File: src/rtl/mem_arbiter_pkg.sv
`default_nettype none
// ============================================================================
// mem_arbiter_pkg : state/size encodings and helpers shared by mem_arbiter
// Rev 1.0
// ============================================================================
package mem_arbiter_pkg;

    typedef enum logic [1:0] {
        ST_IDLE   = 2'd0,
        ST_IFETCH = 2'd1,
        ST_LOAD   = 2'd2,
        ST_STORE  = 2'd3
    } state_t;

    localparam logic [1:0]  SZ_B = 2'd0;
    localparam logic [1:0]  SZ_H = 2'd1;
    localparam logic [1:0]  SZ_W = 2'd2;

    localparam logic        TRUE  = 1'b1;
    localparam logic        FALSE = 1'b0;

    localparam logic [31:0] IO_BASE_DEFAULT = 32'h0003_0000;

    // Size code 3 is not a legal LSB size; it falls through to a full word.
    function automatic logic [2:0] xfer_len(input logic [1:0] size);
        case (size)
            SZ_B:    return 3'd1;
            SZ_H:    return 3'd2;
            SZ_W:    return 3'd4;
            default: return 3'd4;
        endcase
    endfunction

endpackage

`default_nettype wire

File: src/rtl/mem_arbiter.sv
`default_nettype none
// ============================================================================
// mem_arbiter : owns the 8-bit RAM port, serialises icache/LSB accesses
//               into byte cycles. Optional macro IO_STALL_EN adds
//               io_buffer_full back-pressure on I/O stores.
// Rev 1.0
// ============================================================================
module mem_arbiter
    import mem_arbiter_pkg::*;
#(
    parameter int                ADDR_W  = 32,
    parameter logic [ADDR_W-1:0] IO_BASE = ADDR_W'(IO_BASE_DEFAULT)
) (
    input  logic              clk,
    input  logic              rst,
    input  logic              rdy,
    input  logic              rollback,
    input  logic              ic_addr_sgn,
    input  logic [ADDR_W-1:0] ic_addr,
    output logic [31:0]       ic_val,
    output logic              ic_val_sgn,
    input  logic              ls_req,
    input  logic              ls_wr,
    input  logic [1:0]        ls_size,
    input  logic [ADDR_W-1:0] ls_addr,
    input  logic [31:0]       ls_wdata,
    output logic [31:0]       ls_rdata,
    output logic              ls_done,
    input  logic [7:0]        mem_din,
    output logic [7:0]        mem_dout,
    output logic [ADDR_W-1:0] mem_a,
    output logic              mem_wr
`ifdef IO_STALL_EN
    ,
    input  logic              io_buffer_full
`endif
);

    state_t            state_q, state_d;
    logic [2:0]        cnt_q, cnt_d;
    logic [2:0]        len_q, len_d;
    logic [ADDR_W-1:0] addr_q, addr_d;
    logic [31:0]       wdata_q, wdata_d;
    logic [31:0]       buf_q, buf_d;

    logic [31:0]       ic_val_q, ic_val_d;
    logic              ic_val_sgn_q, ic_val_sgn_d;
    logic [31:0]       ls_rdata_q, ls_rdata_d;
    logic              ls_done_q, ls_done_d;
    logic [7:0]        mem_dout_q, mem_dout_d;
    logic [ADDR_W-1:0] mem_a_q, mem_a_d;
    logic              mem_wr_q, mem_wr_d;

    logic              w_stall;
    logic              w_stall_acc;
    logic [1:0]        w_rd_idx;
    logic [31:0]       w_buf_ins;
    logic [ADDR_W-1:0] w_rd_addr;

`ifdef IO_STALL_EN
    logic io_q, io_d;

    // Stall the pending byte of an I/O store while the I/O buffer is full.
    assign w_stall_acc = (ls_addr >= IO_BASE) && io_buffer_full;
    assign w_stall     = io_q && io_buffer_full;
`else
    assign w_stall_acc = FALSE;
    assign w_stall     = FALSE;
`endif

    // The byte arriving now belongs to the address issued one edge earlier.
    assign w_rd_idx  = cnt_q[1:0] - 2'd1;
    assign w_rd_addr = ls_req ? ls_addr : ic_addr;

    always_comb begin
        w_buf_ins = buf_q;
        w_buf_ins[{w_rd_idx, 3'b000} +: 8] = mem_din;
    end

    always_comb begin
        state_d      = state_q;
        cnt_d        = cnt_q;
        len_d        = len_q;
        addr_d       = addr_q;
        wdata_d      = wdata_q;
        buf_d        = buf_q;
        ic_val_d     = ic_val_q;
        ls_rdata_d   = ls_rdata_q;
        ic_val_sgn_d = FALSE;
        ls_done_d    = FALSE;
        mem_dout_d   = mem_dout_q;
        mem_a_d      = mem_a_q;
        mem_wr_d     = FALSE;
`ifdef IO_STALL_EN
        io_d         = io_q;
`endif
        unique case (state_q)
            ST_IDLE: begin
                // A done pulse still high means the requester has not yet dropped its request.
                if (!ic_val_sgn_q && !ls_done_q) begin
                    if (ls_req && ls_wr) begin
                        state_d = ST_STORE;
                        len_d   = xfer_len(ls_size);
                        addr_d  = ls_addr;
                        wdata_d = ls_wdata;
`ifdef IO_STALL_EN
                        io_d    = (ls_addr >= IO_BASE);
`endif
                        if (w_stall_acc) begin
                            cnt_d = 3'd0;
                        end else begin
                            mem_a_d    = ls_addr;
                            mem_dout_d = ls_wdata[7:0];
                            mem_wr_d   = TRUE;
                            cnt_d      = 3'd1;
                        end
                    end else if (!rollback && (ls_req || ic_addr_sgn)) begin
                        state_d = ls_req ? ST_LOAD : ST_IFETCH;
                        len_d   = ls_req ? xfer_len(ls_size) : 3'd4;
                        addr_d  = w_rd_addr;
                        mem_a_d = w_rd_addr;
                        cnt_d   = 3'd1;
                        buf_d   = '0;
                    end
                end
            end
            ST_IFETCH, ST_LOAD: begin
                if (rollback) begin
                    state_d = ST_IDLE;
                    cnt_d   = 3'd0;
                    buf_d   = '0;
                end else if (cnt_q < len_q) begin
                    buf_d   = w_buf_ins;
                    mem_a_d = addr_q + ADDR_W'(cnt_q);
                    cnt_d   = cnt_q + 3'd1;
                end else begin
                    buf_d   = w_buf_ins;
                    state_d = ST_IDLE;
                    cnt_d   = 3'd0;
                    if (state_q == ST_IFETCH) begin
                        ic_val_d     = w_buf_ins;
                        ic_val_sgn_d = TRUE;
                    end else begin
                        ls_rdata_d = w_buf_ins;
                        ls_done_d  = TRUE;
                    end
                end
            end
            ST_STORE: begin
                // Stores are already committed, so rollback is ignored here.
                if (cnt_q < len_q) begin
                    if (!w_stall) begin
                        mem_a_d    = addr_q + ADDR_W'(cnt_q);
                        mem_dout_d = wdata_q[{cnt_q[1:0], 3'b000} +: 8];
                        mem_wr_d   = TRUE;
                        cnt_d      = cnt_q + 3'd1;
                    end
                end else begin
                    mem_a_d   = '0;
                    state_d   = ST_IDLE;
                    cnt_d     = 3'd0;
                    ls_done_d = TRUE;
                end
            end
            default: state_d = ST_IDLE;
        endcase
    end

    always_ff @(posedge clk or posedge rst) begin
        if (rst) begin
            state_q      <= ST_IDLE;
            cnt_q        <= '0;
            len_q        <= '0;
            addr_q       <= '0;
            wdata_q      <= '0;
            buf_q        <= '0;
            ic_val_q     <= '0;
            ic_val_sgn_q <= FALSE;
            ls_rdata_q   <= '0;
            ls_done_q    <= FALSE;
            mem_dout_q   <= '0;
            mem_a_q      <= '0;
            mem_wr_q     <= FALSE;
`ifdef IO_STALL_EN
            io_q         <= FALSE;
`endif
        end else if (rdy) begin
            state_q      <= state_d;
            cnt_q        <= cnt_d;
            len_q        <= len_d;
            addr_q       <= addr_d;
            wdata_q      <= wdata_d;
            buf_q        <= buf_d;
            ic_val_q     <= ic_val_d;
            ic_val_sgn_q <= ic_val_sgn_d;
            ls_rdata_q   <= ls_rdata_d;
            ls_done_q    <= ls_done_d;
            mem_dout_q   <= mem_dout_d;
            mem_a_q      <= mem_a_d;
            mem_wr_q     <= mem_wr_d;
`ifdef IO_STALL_EN
            io_q         <= io_d;
`endif
        end
    end

    assign ic_val     = ic_val_q;
    assign ic_val_sgn = ic_val_sgn_q;
    assign ls_rdata   = ls_rdata_q;
    assign ls_done    = ls_done_q;
    assign mem_dout   = mem_dout_q;
    assign mem_a      = mem_a_q;
    assign mem_wr     = mem_wr_q;

endmodule

`default_nettype wire

File: config.mk
export PLATFORM = sky130hd
export DESIGN_NAME = mem_arbiter
export DESIGN_NICKNAME = d
export VERILOG_FILES = /design/src/rtl/mem_arbiter_pkg.sv /design/src/rtl/mem_arbiter.sv
export SDC_FILE = /design/constraint.sdc
export NUM_CORES = 1
export LEC_CHECK = 0
export ABC_AREA = 1
export CAP_MARGIN = 40
export CORE_ASPECT_RATIO = 1.4
export CORE_MARGIN = 2
export CORE_UTILIZATION = 56
export DETAILED_ROUTE_END_ITERATION = 7
export GPL_TIMING_DRIVEN = 0
export PLACE_DENSITY = 0.89
export SETUP_SLACK_MARGIN = 0.15
export SYNTH_ARGS = -nofsm -noshare
export SYNTH_HDL_FRONTEND = slang
export SYNTH_SLANG_ARGS = --single-unit
File: constraint.sdc
create_clock -name clk -period 18.78 [get_ports clk]
set_clock_uncertainty 0.05 [all_clocks]
set_input_delay 5.634 -clock clk [delete_from_list [all_inputs] [get_ports clk]]
set_output_delay 5.634 -clock clk [all_outputs]
set_load 0.05 [all_outputs]
Word-level counts from Yosys, hierarchy flattened
Cells that the tools add are included.
Widths: inputs -> output; s select.
Storage, ports and cells
  flip-flop bits (word level): 211
  latch bits: 0
  bits in writable memories: 0
  memory bits (read-only): 0
  bits of input ports: 113
  output and inout port bits: 107
  memories: 0
Cells by class
  add/subtract/negate cells: 4
  $mul: 0
  div/mod/pow operators: 0
  $lt $le $gt $ge: 1
  equal/unequal tests: 12
  shifts and indexed selects: 3
  mux-type cells: 48
  bitwise gates (word level): 3
  reductions and logical operators: 21
Operator list (number)
  $mux 32: 11
  $pmux 32 s3: 1
  $pmux 32 s2: 1
  $add 32x3->32: 1
  $bwmux 32: 1
  $shift 8x7->32 const A: 1
  $shiftx 32x6->8: 1
  $shiftx 8x7->32: 1
  $reduce_and 5->1: 5
  $mux 3: 8
  $mux 8: 3
  $pmux 8 s2: 1
  $ne 2x2->1 const B: 7
  $mux 2: 6
  $mux 1: 11
  $pmux 3 s3: 1
  $reduce_and 4->1: 2
  $neg 5->7: 1
  $pmux 2 s3: 1
  $pmux 3 s2: 1
  $reduce_bool 2->1: 3
  $eq 2x1->1 const B: 2
  $eq 2x2->1 const B: 2
  $logic_not 2->1: 2
  other kinds (11): 18

Depth between registers and ports, before layout
  word-level depth: 6
  mapped depth: 12
  gate-level depth less buffers: 11

Least setup slack after synthesis
OpenSTA, ideal clock, no wires.
  path kind: input-to-reg
  from: input port ls_req
  to: register mem_a_q[5], in the netlist mem_a[5]
  setup time: 0.122 ns
  arrival: 6.559 ns
  required time: 18.608 ns
  slack: 12.049 ns
  stages on the path: 10
  cells stage by stage: buf_6 o21bai_1 nand2_1 nand3_2 nand2_2 nand2_4 inv_4 buf_6 nor2_1 a21oi_1
Between the ends
  longest elaborated chain between the ends: 5
  elaborated cells on any way between the ends: 10
  those cells by class: eq/ne (1); mux (5); reduce/logical (4)
RTL lines
  from (decl): RTL line mem_arbiter.sv:22  | input logic ls_req,
  $mux 32: RTL line mem_arbiter.sv:73  | assign w_rd_addr = ls_req ? ls_addr : ic_addr;
  $mux 32: RTL line mem_arbiter.sv:117  | end else if (!rollback && (ls_req || ic_addr_sgn)) begin
  $mux 32
  $mux 32: RTL line mem_arbiter.sv:100  | if (!ic_val_sgn_q && !ls_done_q) begin
  $pmux 32 s3: RTL line mem_arbiter.sv:97  | unique case (state_q)
  to (signal assigned): RTL line mem_arbiter.sv:199  | mem_a_q <= mem_a_d;
  to (decl): RTL line mem_arbiter.sv:51  | logic [ADDR_W-1:0] mem_a_q, mem_a_d;
Several ways; a longest one is shown, not always the timed one. The select of a mux whose other input is x is not followed.
A chain may end at the register's enable or synchronous reset.

Final worst setup path
  from: register ic_val_sgn_q, in the netlist ic_val_sgn
  to: output port ic_val_sgn
RTL lines
  from (decl): RTL line mem_arbiter.sv:47  | logic ic_val_sgn_q, ic_val_sgn_d;
  from (signal assigned): RTL line mem_arbiter.sv:195  | ic_val_sgn_q <= ic_val_sgn_d;
  to (decl): RTL line mem_arbiter.sv:21  | output logic ic_val_sgn,
No word-level cell between the ends.

==> results.cfg <==
[status]
status = complete, no violations

[worst_setup_path]
r2r_cells = 9
crit_arrival_ns = 1.86
cp_data_required_time_ns = 13.10
startpoint_type = register
end_kind = primary output
timing.rr.end = buf_q[17]$_DFFE_PP0P_
reg2reg_from = cnt_q[1]$_DFFE_PP0P_
crit_type = register to primary output
cp_slowest_stage_delay_ns = 0.87
ff2ff_setup_slack_ns = 15.71
path_max_fanout = 4
crit_slowest_cell = clkdlybuf4s50_1
path_cells = clkdlybuf4s50_1
cp.depth = 1
crit_buf_inv = 1
critPathTopFamily = buffers and inverters

[detailed_routing]
routed_wl_um = 32400
postRouteAntennaNets = 0
wl_met2_um = 17300
route.detailed.drc = 0
top_layer_used = met4
via_count = 10000
firstDrtPassIters = 5
viasPerCell = 5.60
post_drt_wl_per_cell_um = 18.1
wl_met1_um = 11500
met3_length_um = 2100
drt_iter0_drc = 720

[cts]
cts_hold_buf = 0
cts-htree-levels = 1
cts.sink_count = 211
cts_tree = done
cts-resized-gates = 0
clk_pin_slew_worst_paths_ns = 0.06
clk_latency_ns = 0.50
cts_root_buf = clkbuf_16
cts_buffer_depth = 3
cts_buffers = 21
cts_setup_buffers = 0

[yosys]
synth.distinct_cells = 47
synth-compound-area-share_pct = 11.6
synth_top_family_by_area = simple AND/OR/NAND/NOR gates
synthesis.area_um2 = 10800
synth_xor_area_share_pct = 0.647
synth_edf_count = 0
syn-instance-count = 1286
muxShareOfSynthArea_pct = 6.69
avgSynthCellArea_um2 = 8.42
synth_fa_ha_area_share_pct = 1.69
ys.warnings.count = 0
synth_simple_gate_area_share_pct = 24.2
synth-async-reset-ratio_pct = 100
synth_seq_area_share_pct = 48.8
synth_nets = 1413
ys_ff_latch = 211
synthFlopType = dfrtp_1

[global_routing]
grt_pass1_wl_um = 52000
overflow = 0
antenna_found_initial = 0
grt_usage_pct = 32.1
grt_max_degree = 82
grt_pass1_vias = 10400

[finish]
layout_common_cells = nand2_1 (352), clkdlybuf4s50_1 (217), dfrtp_1 (211), nor2_1 (161), o21ai_0 (131)
area_growth_pct = 30.5
fin_cells = 1789
fill_cells = 1360
mostFrequentLayoutCell = nand2_1
diodes = 0
drive_above_1_share_pct = 9.47
fin_nets = 1655

[power]
total_power_mw = 2.26
p_leak_nw = 6.61
ir_worst_vdd_uv = 106
power_density_nw_per_um2 = 160

[placement]
hpwl_um = 24100
gp_congestion = 1.03
portBuffers = 217
dp.cells = 1753
dp_slack_ns = 11.08

[floorplan]
rows = 60
die_area_um2 = 20500
core_area_um2 = 19100
die_x_um = 122
initial_core_util_pct = 56.8
ios = 220
die_y_um = 169

[timing]
relSlewSlack_pct = 54.6
finalSetupTns_ns = 0
fin_crit_ns = 7.55
clock.fmax_mhz = 133
hold_viol = 0
setup_violations = 0
finalMaxSlewViolations = 0
fin_crit_sh_pct = 40.2
worstMarginPinSlew_ns = 0.679
rsz0062_at_grt = false
fin_ws_ns = 11.23

[min_path]
hold_path_class = register to register
hold_start = ic_val[12]$_DFFE_PP0P_
min_to = ic_val[12]$_DFFE_PP0P_
whs_path_depth = 2

[run]
maxCapViolCount = 0
-- cell usage after synthesis, types with 2 or more instances --
master    number  area (um2)
a21oi_1       31         155
a22oi_1        8        60.1
and2_1         2        12.5
buf_2         21         105
buf_4          4        30.0
buf_6         13         146
clkbuf_1      25        93.8
clkinv_1       2        7.51
dfrtp_1      211        5280
ha_1          13         163
inv_1         72         270
inv_2          6        22.5
inv_4          3        18.8
mux2_2         3        33.8
mux2_4        28         420
mux2i_1       27         270
nand2_1      352        1320
nand2_2        5        31.3
nand2_4        3        33.8
nand3_1       78         390
nand3_2        3        30.0
nand4_1        8        50.1
nor2_1       161         604
nor2_2         2        12.5
o211ai_1       8        60.1
o21a_1         8        60.1
o21ai_0      131         656
o21ai_1       11        55.1
o21ai_2        3        26.3
o21bai_1       3        22.5
o31ai_1        8        60.1
o32ai_1        8        70.1
or2_2          5        31.3
xnor2_1        2        17.5
xor2_1         6        52.6
-- logic make-up after synthesis --
family	after synthesis
simple gates	626
mux	58
fa+ha+maj	14
flops	211
buf+inv	147
xor+xnor	8
compound gates	222
-- per-layer routing --
| layer | GRT usage (%) | vias up |
|---|---|---|
| met1 | 36.1 | 4755 |
| met5 | 0 | - |
| met3 | 4.72 | 110 |
| li1 | - | 4687 |
| met4 | 15.0 | 0 |
| met2 | 59.1 | 459 |
-- power breakdown --
group | total (mW) | internal [mW] | switching (mW) | leakage [nW]
combinational | 1.08 | 0.377 | 0.706 | 3.51
sequential | 0.718 | 0.605 | 0.113 | 2.73
clock | 0.462 | 0.283 | 0.180 | 0.376
total | 2.26 | 1.26 | 0.999 | 6.61
-- sequential cells by signal (all words and copies together) (netlist names) --
name,cells
addr_q,32
buf_q,32
ic_val,32
ls_rdata,32
mem_a,32
wdata_q,32
mem_dout,8
cnt_q,3
len_q,3
state_q,2
ic_val_sgn,1
ls_done,1
mem_wr,1
-- worst max-delay path by stage --
stage	startpoint	to	slack [ns]
after detailed placement	rollback	addr_q[22]$_DFFE_PP0P_	11.08
after CTS	ic_val_sgn$_DFFE_PP0P_	ic_val_sgn	11.24
after global placement	rst	mem_dout[3]$_DFFE_PP0P_	4.85
after global routing	ic_val_sgn$_DFFE_PP0P_	ic_val_sgn	11.21
after floorplan	rst	addr_q[0]$_DFFE_PP0P_	7.33
final	ic_val_sgn$_DFFE_PP0P_	ic_val_sgn	11.23
-- layout make-up --
| type | instances | area [um2] | area share, % |
|---|---|---|---|
| Buffer | 64 | 379 | 2.68 |
| Clock buffer | 24 | 557 | 3.94 |
| Clock inverter | 12 | 200 | 1.42 |
| Inverter | 83 | 327 | 2.31 |
| Multi-Input combinational cell | 928 | 4850 | 34.3 |
| Sequential cell | 211 | 5280 | 37.4 |
| Tap cell | 248 | 310 | 2.20 |
| Timing Repair Buffer | 219 | 2230 | 15.8 |
-- stage by stage --
step	hold slack, ns	utilization (%)	area (um2)
3_3_place_gp	0.412	69.8	13300
2_1_floorplan	0.402	-	10800
6_report	0.434	74.1	14100
3_5_place_dp	0.419	70.1	13400
5_1_grt	0.452	74.1	14100
4_1_cts	0.436	74.1	14100
Note: power is estimated with default switching activity, not from simulation.
